==> src/rtl/cache_pkg.sv <==
// cache_pkg: geometry constants, miss-controller state encoding and address
// field helpers shared by the data cache and its miss controller.
// Build option: CACHE_WRITEBACK_EN selects write-back (defined) or
// write-through (undefined, default) store handling.
package cache_pkg;

  localparam int SET_BITS   = 4;
  localparam int TAG_BITS   = 26;
  localparam int DATA_WIDTH = 32;

`ifdef CACHE_WRITEBACK_EN
  localparam bit WB_EN = 1'b1;
`else
  localparam bit WB_EN = 1'b0;
`endif

  // WTHRU is only entered in the write-through build; WRITEBACK only in write-back.
  typedef enum logic [2:0] {
    ST_IDLE      = 3'd0,
    ST_WRITEBACK = 3'd1,
    ST_REFILL    = 3'd2,
    ST_FILL      = 3'd3,
    ST_WTHRU     = 3'd4
  } miss_state_t;

  // Set index lives in address[5:2]: one 32-bit word per line.
  function automatic logic [SET_BITS-1:0] set_of(input logic [31:0] addr);
    return addr[SET_BITS+1:2];
  endfunction

  // Tag is everything above the set index.
  function automatic logic [TAG_BITS-1:0] tag_of(input logic [31:0] addr);
    return addr[31:SET_BITS+2];
  endfunction

endpackage

==> src/rtl/cache_miss_ctrl_sat_counter.sv <==
// sat_counter: free-running event counter that sticks at all-ones instead
// of wrapping, cleared by synchronous reset.
module sat_counter #(
  parameter int WIDTH = 32
) (
  input  logic             clk_i,
  input  logic             rst_i,
  input  logic             inc_i,
  output logic [WIDTH-1:0] count_o
);

  logic [WIDTH-1:0] count_q, count_d;

  // Increment on request unless already saturated.
  always_comb begin
    count_d = count_q;
    if (inc_i && (count_q != {WIDTH{1'b1}})) begin
      count_d = count_q + {{(WIDTH-1){1'b0}}, 1'b1};
    end
  end

  // Count register with synchronous clear.
  always_ff @(posedge clk_i) begin
    if (rst_i) count_q <= '0;
    else       count_q <= count_d;
  end

  assign count_o = count_q;

endmodule

==> src/rtl/cache_miss_ctrl.sv <==
// cache_miss_ctrl: services data-cache misses. Stalls the pipeline, writes
// back a dirty victim, fetches the missing word from memory and issues a
// one-cycle fill into the cache. Counts accepted misses (saturating).
// Build option: CACHE_WRITEBACK_EN. When undefined every store is written
// through to memory (WTHRU) and dirty victims are never written back.
//
// Memory handshake: mem_req_o together with mem_we_o/mem_addr_o/mem_wdata_o
// is held constant until mem_ack_i is sampled high on a rising edge; that
// edge completes the request (and delivers mem_rdata_i on reads). mem_ack_i
// while mem_req_o is low has no effect.
module cache_miss_ctrl
  import cache_pkg::*;
(
  input  logic                clk_i,
  input  logic                rst_i,
  input  logic                req_valid_i,
  input  logic                req_write_i,
  input  logic [31:0]         req_addr_i,
  input  logic [31:0]         req_wdata_i,
  input  logic                hit_i,
  input  logic                victim_valid_i,
  input  logic                victim_dirty_i,
  input  logic [TAG_BITS-1:0] victim_tag_i,
  input  logic [31:0]         victim_data_i,
  output logic                stall_o,
  output logic                mem_req_o,
  output logic                mem_we_o,
  output logic [31:0]         mem_addr_o,
  output logic [31:0]         mem_wdata_o,
  input  logic                mem_ack_i,
  input  logic [31:0]         mem_rdata_i,
  output logic                fill_we_o,
  output logic [31:0]         fill_addr_o,
  output logic [31:0]         fill_data_o,
  output logic [31:0]         miss_count_o
);

  miss_state_t         state_q, state_d;
  logic [31:0]         addr_q, addr_d;
  logic                write_q, write_d;
  logic                is_miss_q, is_miss_d;
  logic [31:0]         data_q, data_d;    // store data, replaced by refill data on loads
  logic [TAG_BITS-1:0] vtag_q, vtag_d;
  logic [31:0]         vdata_q, vdata_d;

  logic miss;
  logic start;
  logic dirty_victim;
  logic count_inc;

  assign miss         = req_valid_i && !hit_i;
  assign dirty_victim = WB_EN && victim_valid_i && victim_dirty_i;

`ifdef CACHE_WRITEBACK_EN
  // Store hits are absorbed by the cache; only misses need the controller.
  assign start = miss;
`else
  // Every store must also reach memory, so store hits start a transaction too.
  assign start = miss || (req_valid_i && req_write_i);
`endif

  // Next-state, request capture and output decode.
  always_comb begin
    state_d     = state_q;
    addr_d      = addr_q;
    write_d     = write_q;
    is_miss_d   = is_miss_q;
    data_d      = data_q;
    vtag_d      = vtag_q;
    vdata_d     = vdata_q;
    count_inc   = 1'b0;
    mem_req_o   = 1'b0;
    mem_we_o    = 1'b0;
    mem_addr_o  = '0;
    mem_wdata_o = '0;
    fill_we_o   = 1'b0;
    fill_addr_o = '0;
    fill_data_o = '0;
    stall_o     = (state_q != ST_IDLE) || start;

    case (state_q)
      ST_IDLE: begin
        if (start) begin
          addr_d    = req_addr_i;
          write_d   = req_write_i;
          is_miss_d = miss;
          data_d    = req_wdata_i;
          vtag_d    = victim_tag_i;
          vdata_d   = victim_data_i;
          count_inc = miss;
          if (req_write_i && !WB_EN) state_d = ST_WTHRU;
          else if (dirty_victim)     state_d = ST_WRITEBACK;
          else if (req_write_i)      state_d = ST_FILL;
          else                       state_d = ST_REFILL;
        end
      end
      ST_WRITEBACK: begin
        mem_req_o   = 1'b1;
        mem_we_o    = 1'b1;
        mem_addr_o  = {vtag_q, set_of(addr_q), 2'b00};
        mem_wdata_o = vdata_q;
        if (mem_ack_i) state_d = write_q ? ST_FILL : ST_REFILL;
      end
      ST_REFILL: begin
        mem_req_o  = 1'b1;
        mem_addr_o = {addr_q[31:2], 2'b00};
        if (mem_ack_i) begin
          data_d  = mem_rdata_i;
          state_d = ST_FILL;
        end
      end
      ST_WTHRU: begin
        mem_req_o   = 1'b1;
        mem_we_o    = 1'b1;
        mem_addr_o  = addr_q;
        mem_wdata_o = data_q;
        if (mem_ack_i) state_d = is_miss_q ? ST_FILL : ST_IDLE;
      end
      ST_FILL: begin
        fill_we_o   = 1'b1;
        fill_addr_o = addr_q;
        fill_data_o = data_q;
        state_d     = ST_IDLE;
      end
      default: state_d = ST_IDLE;
    endcase
  end

  // State and latched-request registers; reset abandons any open request.
  always_ff @(posedge clk_i) begin
    if (rst_i) begin
      state_q   <= ST_IDLE;
      addr_q    <= '0;
      write_q   <= 1'b0;
      is_miss_q <= 1'b0;
      data_q    <= '0;
      vtag_q    <= '0;
      vdata_q   <= '0;
    end else begin
      state_q   <= state_d;
      addr_q    <= addr_d;
      write_q   <= write_d;
      is_miss_q <= is_miss_d;
      data_q    <= data_d;
      vtag_q    <= vtag_d;
      vdata_q   <= vdata_d;
    end
  end

  sat_counter #(.WIDTH(32)) u_miss_count (
    .clk_i   (clk_i),
    .rst_i   (rst_i),
    .inc_i   (count_inc),
    .count_o (miss_count_o)
  );

endmodule
==> config.mk <==
export PLATFORM = sky130hd
export DESIGN_NAME = cache_miss_ctrl
export DESIGN_NICKNAME = d
export VERILOG_FILES = /design/src/rtl/cache_pkg.sv /design/src/rtl/cache_miss_ctrl_sat_counter.sv /design/src/rtl/cache_miss_ctrl.sv
export SDC_FILE = /design/constraint.sdc
export NUM_CORES = 1
export LEC_CHECK = 0
export ABC_AREA = 1
export BUFFER_PORTS_ARGS = -buffer_cell sky130_fd_sc_hd__buf_2
export CORE_ASPECT_RATIO = 0.9
export CORE_MARGIN = 1.5
export CORE_UTILIZATION = 48
export DETAILED_ROUTE_END_ITERATION = 7
export HOLD_SLACK_MARGIN = 0.12
export PLACE_DENSITY = 0.8
export SLEW_MARGIN = 0
export SYNTH_ARGS = -nofsm -noshare
export SYNTH_HDL_FRONTEND = slang
export SYNTH_SLANG_ARGS = --single-unit
==> constraint.sdc <==
create_clock -name clk_i -period 2 [get_ports clk_i]
set_clock_uncertainty 0.15 [all_clocks]
set_input_delay 0.2 -clock clk_i [delete_from_list [all_inputs] [get_ports clk_i]]
set_output_delay 0.2 -clock clk_i [all_outputs]
set_load 0.005 [all_outputs]
==> results_dict.tcl <==
set metrics [dict create \
    die_height_um 123 \
    yosys.cell_count.top_type "nand2_1" \
    critPathTopFamily "buffers and inverters" \
    syn_nets 1301 \
    whs_path_depth 2 \
    period_needed_ns 2.08 \
    design.die.area_mm2 0.0166 \
    crit_chain "inv_4 > nor3_4 > inv_4 > clkbuf_16 > nor2_1 > buf_2" \
    worstHoldEndpoint "vdata_q[26]" \
    max_freq_ghz 0.481 \
    grt_overflow_total 0 \
    fp-row-count 43 \
    cts.path.max_buffers 2 \
    hold_viol 0 \
    p_seq_share_pct 34.0 \
    wl_met1_um 12400 \
    cp_num_buf_inv 4 \
    drv_cap 0 \
    clk_pin_slew_worst_paths_ns 0.06 \
    ys_seq_elements 159 \
    antenna_found_initial 1 \
    intPower_w 0.00765 \
    gp_congestion 0.911 \
    switching_share_pct 39.7 \
    clock-root-buffer "clkbuf_16" \
    worstSetupEndpointType "output port" \
    critical_path.slowest_cell "dfxtp_4" \
    finalWirelength_um 35600 \
    synth_common_cells "184 x nand2_1, 161 x inv_1, 160 x nor2_1" \
    first_global_vias 9779 \
    async_reset_ff_share_pct 0 \
    multi_input_area_mm2 0.00375 \
    seqCellArea_mm2 0.00319 \
    fillers 922 \
    ys.flop_type "dfxtp_1" \
    dieWidth_um 136 \
    dp.cells 1632 \
    cts_tree "done" \
    hold_class "flip-flop to flip-flop" \
    avgSynthCellArea_um2 6.69 \
    p_per_area_mw_per_mm2 1030 \
    timing.rr.start "state_q[1]" \
    rsz0062_at_grt "true" \
    drive_above_1_share_pct 30.1 \
    clk_latency_ns 0.43 \
    peakVddDrop_v 0.000843 \
    whs_ns 0.303 \
    cts.sinks 159 \
    hold_start "vdata_q[26]" \
    critPathMaxFanout 25 \
    reg2reg_slack_ns 0 \
    cp_common_cell "inv_4" \
    critical_path_class "flip-flop to output port" \
    clock_power_share_pct 26.4 \
    netlist_area_mm2 0.00762 \
    h-tree-depth 4 \
    place_area_mm2 0.00959 \
    dr.pass1.iters 8 \
    power_leakage_nw 5.66 \
    top_layer_used "met4" \
    outcome "complete, but fails checks" \
    power_frac_comb_pct 39.6 \
    crit_arrival_ns 1.73 \
    final_max_slew_viol_count 0 \
    synth_top_area_share_pct 41.8 \
    stdcell_count 1845 \
    setup.worst_path.start_class "flip-flop" \
    hpwl_um 17700 \
    ys_seq_area_share_pct 41.8 \
    fin_util_pct 80.0 \
    syn_to_final_growth_pct 62.1 \
    slowest_delay_ns 0.38 \
    worst_ep_required_time_ns 1.65 \
    grt_usage_pct 37.9 \
    reg2regPathDepth 7 \
    syn_inst 1138 \
    vias 10800 \
    setup_viol 23 \
    yosysWarningCount 0 \
    io_buffers 323 \
    drc 0 \
    initial_core_util_pct 49.3 \
    synth_cell_type_count 29 \
    period_share_pct 104 \
    max-slew-margin-rel_pct 65.8 \
    drt-initial-drc-count 1281 \
    stdcell_area_mm2 0.0123 \
    cts_buffers 17 \
    wl_met2_um 16500 \
    violations "negative setup slack" \
    ant_nets 0 \
    wire_per_inst_um 19.3 \
    ioPinCount 326 \
    worst_slack_ns -0.0802 \
    synth.area.top_cells "dfxtp_1 42%, nand2_1 9.1%, inv_1 7.9%" \
    core_region_area_mm2 0.0154 \
    synth_area_leader_cell "dfxtp_1" \
    tightest_slew_ns 0.512 \
    vias_per_cell 5.84 \
    reg2reg_to "data_q[3]" \
    dr_wl_met3_um 4000 \
    synth_enable_flop_cells 0 \
    switchingPower_w 0.00504 \
    nNetsFinal 1791 \
    grt_pass1_wl_um 49100 \
    grt_max_degree 92 \
]
per-stage QoR:
step	total power [W]	setup TNS [ns]	worst slack [ns]
3_5_place_dp	0.00786	0	0.114
5_1_grt	0.0132	-3.52	-0.175
6_report	0.0127	-0.380	-0.0802
4_1_cts	0.0115	0	0.00517
3_3_place_gp	0.00778	0	0.161
2_1_floorplan	0.00664	0	0.286
flip-flops by register name, summed over array words and instances, names as in the netlist:
signal / count
addr_q: 32
data_q: 32
u_miss_count.count_o: 32
vdata_q: 32
vtag_q: 26
state_q: 3
is_miss_q: 1
write_q: 1
cells in the final DEF (no fill, tap or decap), types with 16 or more instances in the layout:
cell type        n
buf_2          321
nor2_2          33
a31oi_1         34
nand2_1        181
nand3_1         38
a21oi_1        110
o22ai_2         16
inv_1          157
dfxtp_1        156
dlygate4sd3_1  159
o21ai_1         20
o21ai_0        104
o22ai_1         42
clkbuf_16       22
buf_4           37
nor2_1         131
cells by family (layout without fill, tap and decap cells):
kind of cell               after synthesis  after routing  synth area share, %
and+or+nand+nor                        409            410                 21.8
adders and majority gates                1              1                0.164
DFF                                    159            159                 41.8
xor gates and xnor gates                 2              2                0.230
AOI/OAI and AO/OA                      331            332                 23.5
other                                    0              2                    0
buffers and inverters                  236            737                 12.5
area by class of cell:
type | count | area share (%)
timing repair buffer | 540 | 31.8
multi-input combinational | 745 | 30.4
sequential | 159 | 25.8
inverter | 165 | 5.11
clock buffer | 18 | 3.56
tap | 202 | 2.05
clock inverter | 14 | 1.26
antenna | 2 | 0.0405
power by group through the flow:
| stage | combinational [W] | sequential (W) | clock [W] |
|---|---|---|---|
| after floorplan | 0.00245 | 0.00419 | 0 |
| after global placement | 0.00355 | 0.00423 | 0 |
| after detailed placement | 0.00360 | 0.00426 | 0 |
| after CTS | 0.00398 | 0.00420 | 0.00334 |
| after global routing | 0.00532 | 0.00437 | 0.00349 |
| final | 0.00502 | 0.00431 | 0.00335 |
worst min-delay path: cells and delay by family, from the launching register on:
family	cells	cell delay (ns)
AO/OA/AOI/OAI	1	0.05
flip-flops	1	0.30
buffers and inverters	1	0.06
worst max path at each step:
stage,start,to,slack (ns),depth (start not counted)
floorplan,u_miss_count.count_o[0],u_miss_count.count_o[29],0.29,9
global placement,u_miss_count.count_o[0],u_miss_count.count_o[12],0.16,11
detailed placement,u_miss_count.count_o[0],u_miss_count.count_o[1],0.11,10
CTS,state_q[2],mem_addr_o[11],0.005,5
global route,state_q[1],mem_wdata_o[7],-0.17,6
finish,state_q[1],fill_addr_o[7],-0.08,6
routing by layer:
metal	vias to the layer above	track usage [%]
li1	4691	-
met1	4834	42.8
met2	970	63.0
met3	272	11.1
met4	0	23.9
met5	-	0
timing repair:
item	CTS	global route
buffers inserted	0	12
setup endpoints to repair	96	137
pin swaps	0	6
hold buffers	159	0
hold endpoints to repair	132	0
cloned	1	7
gates resized for setup	11	72
(Power assumes the default switching activity.)
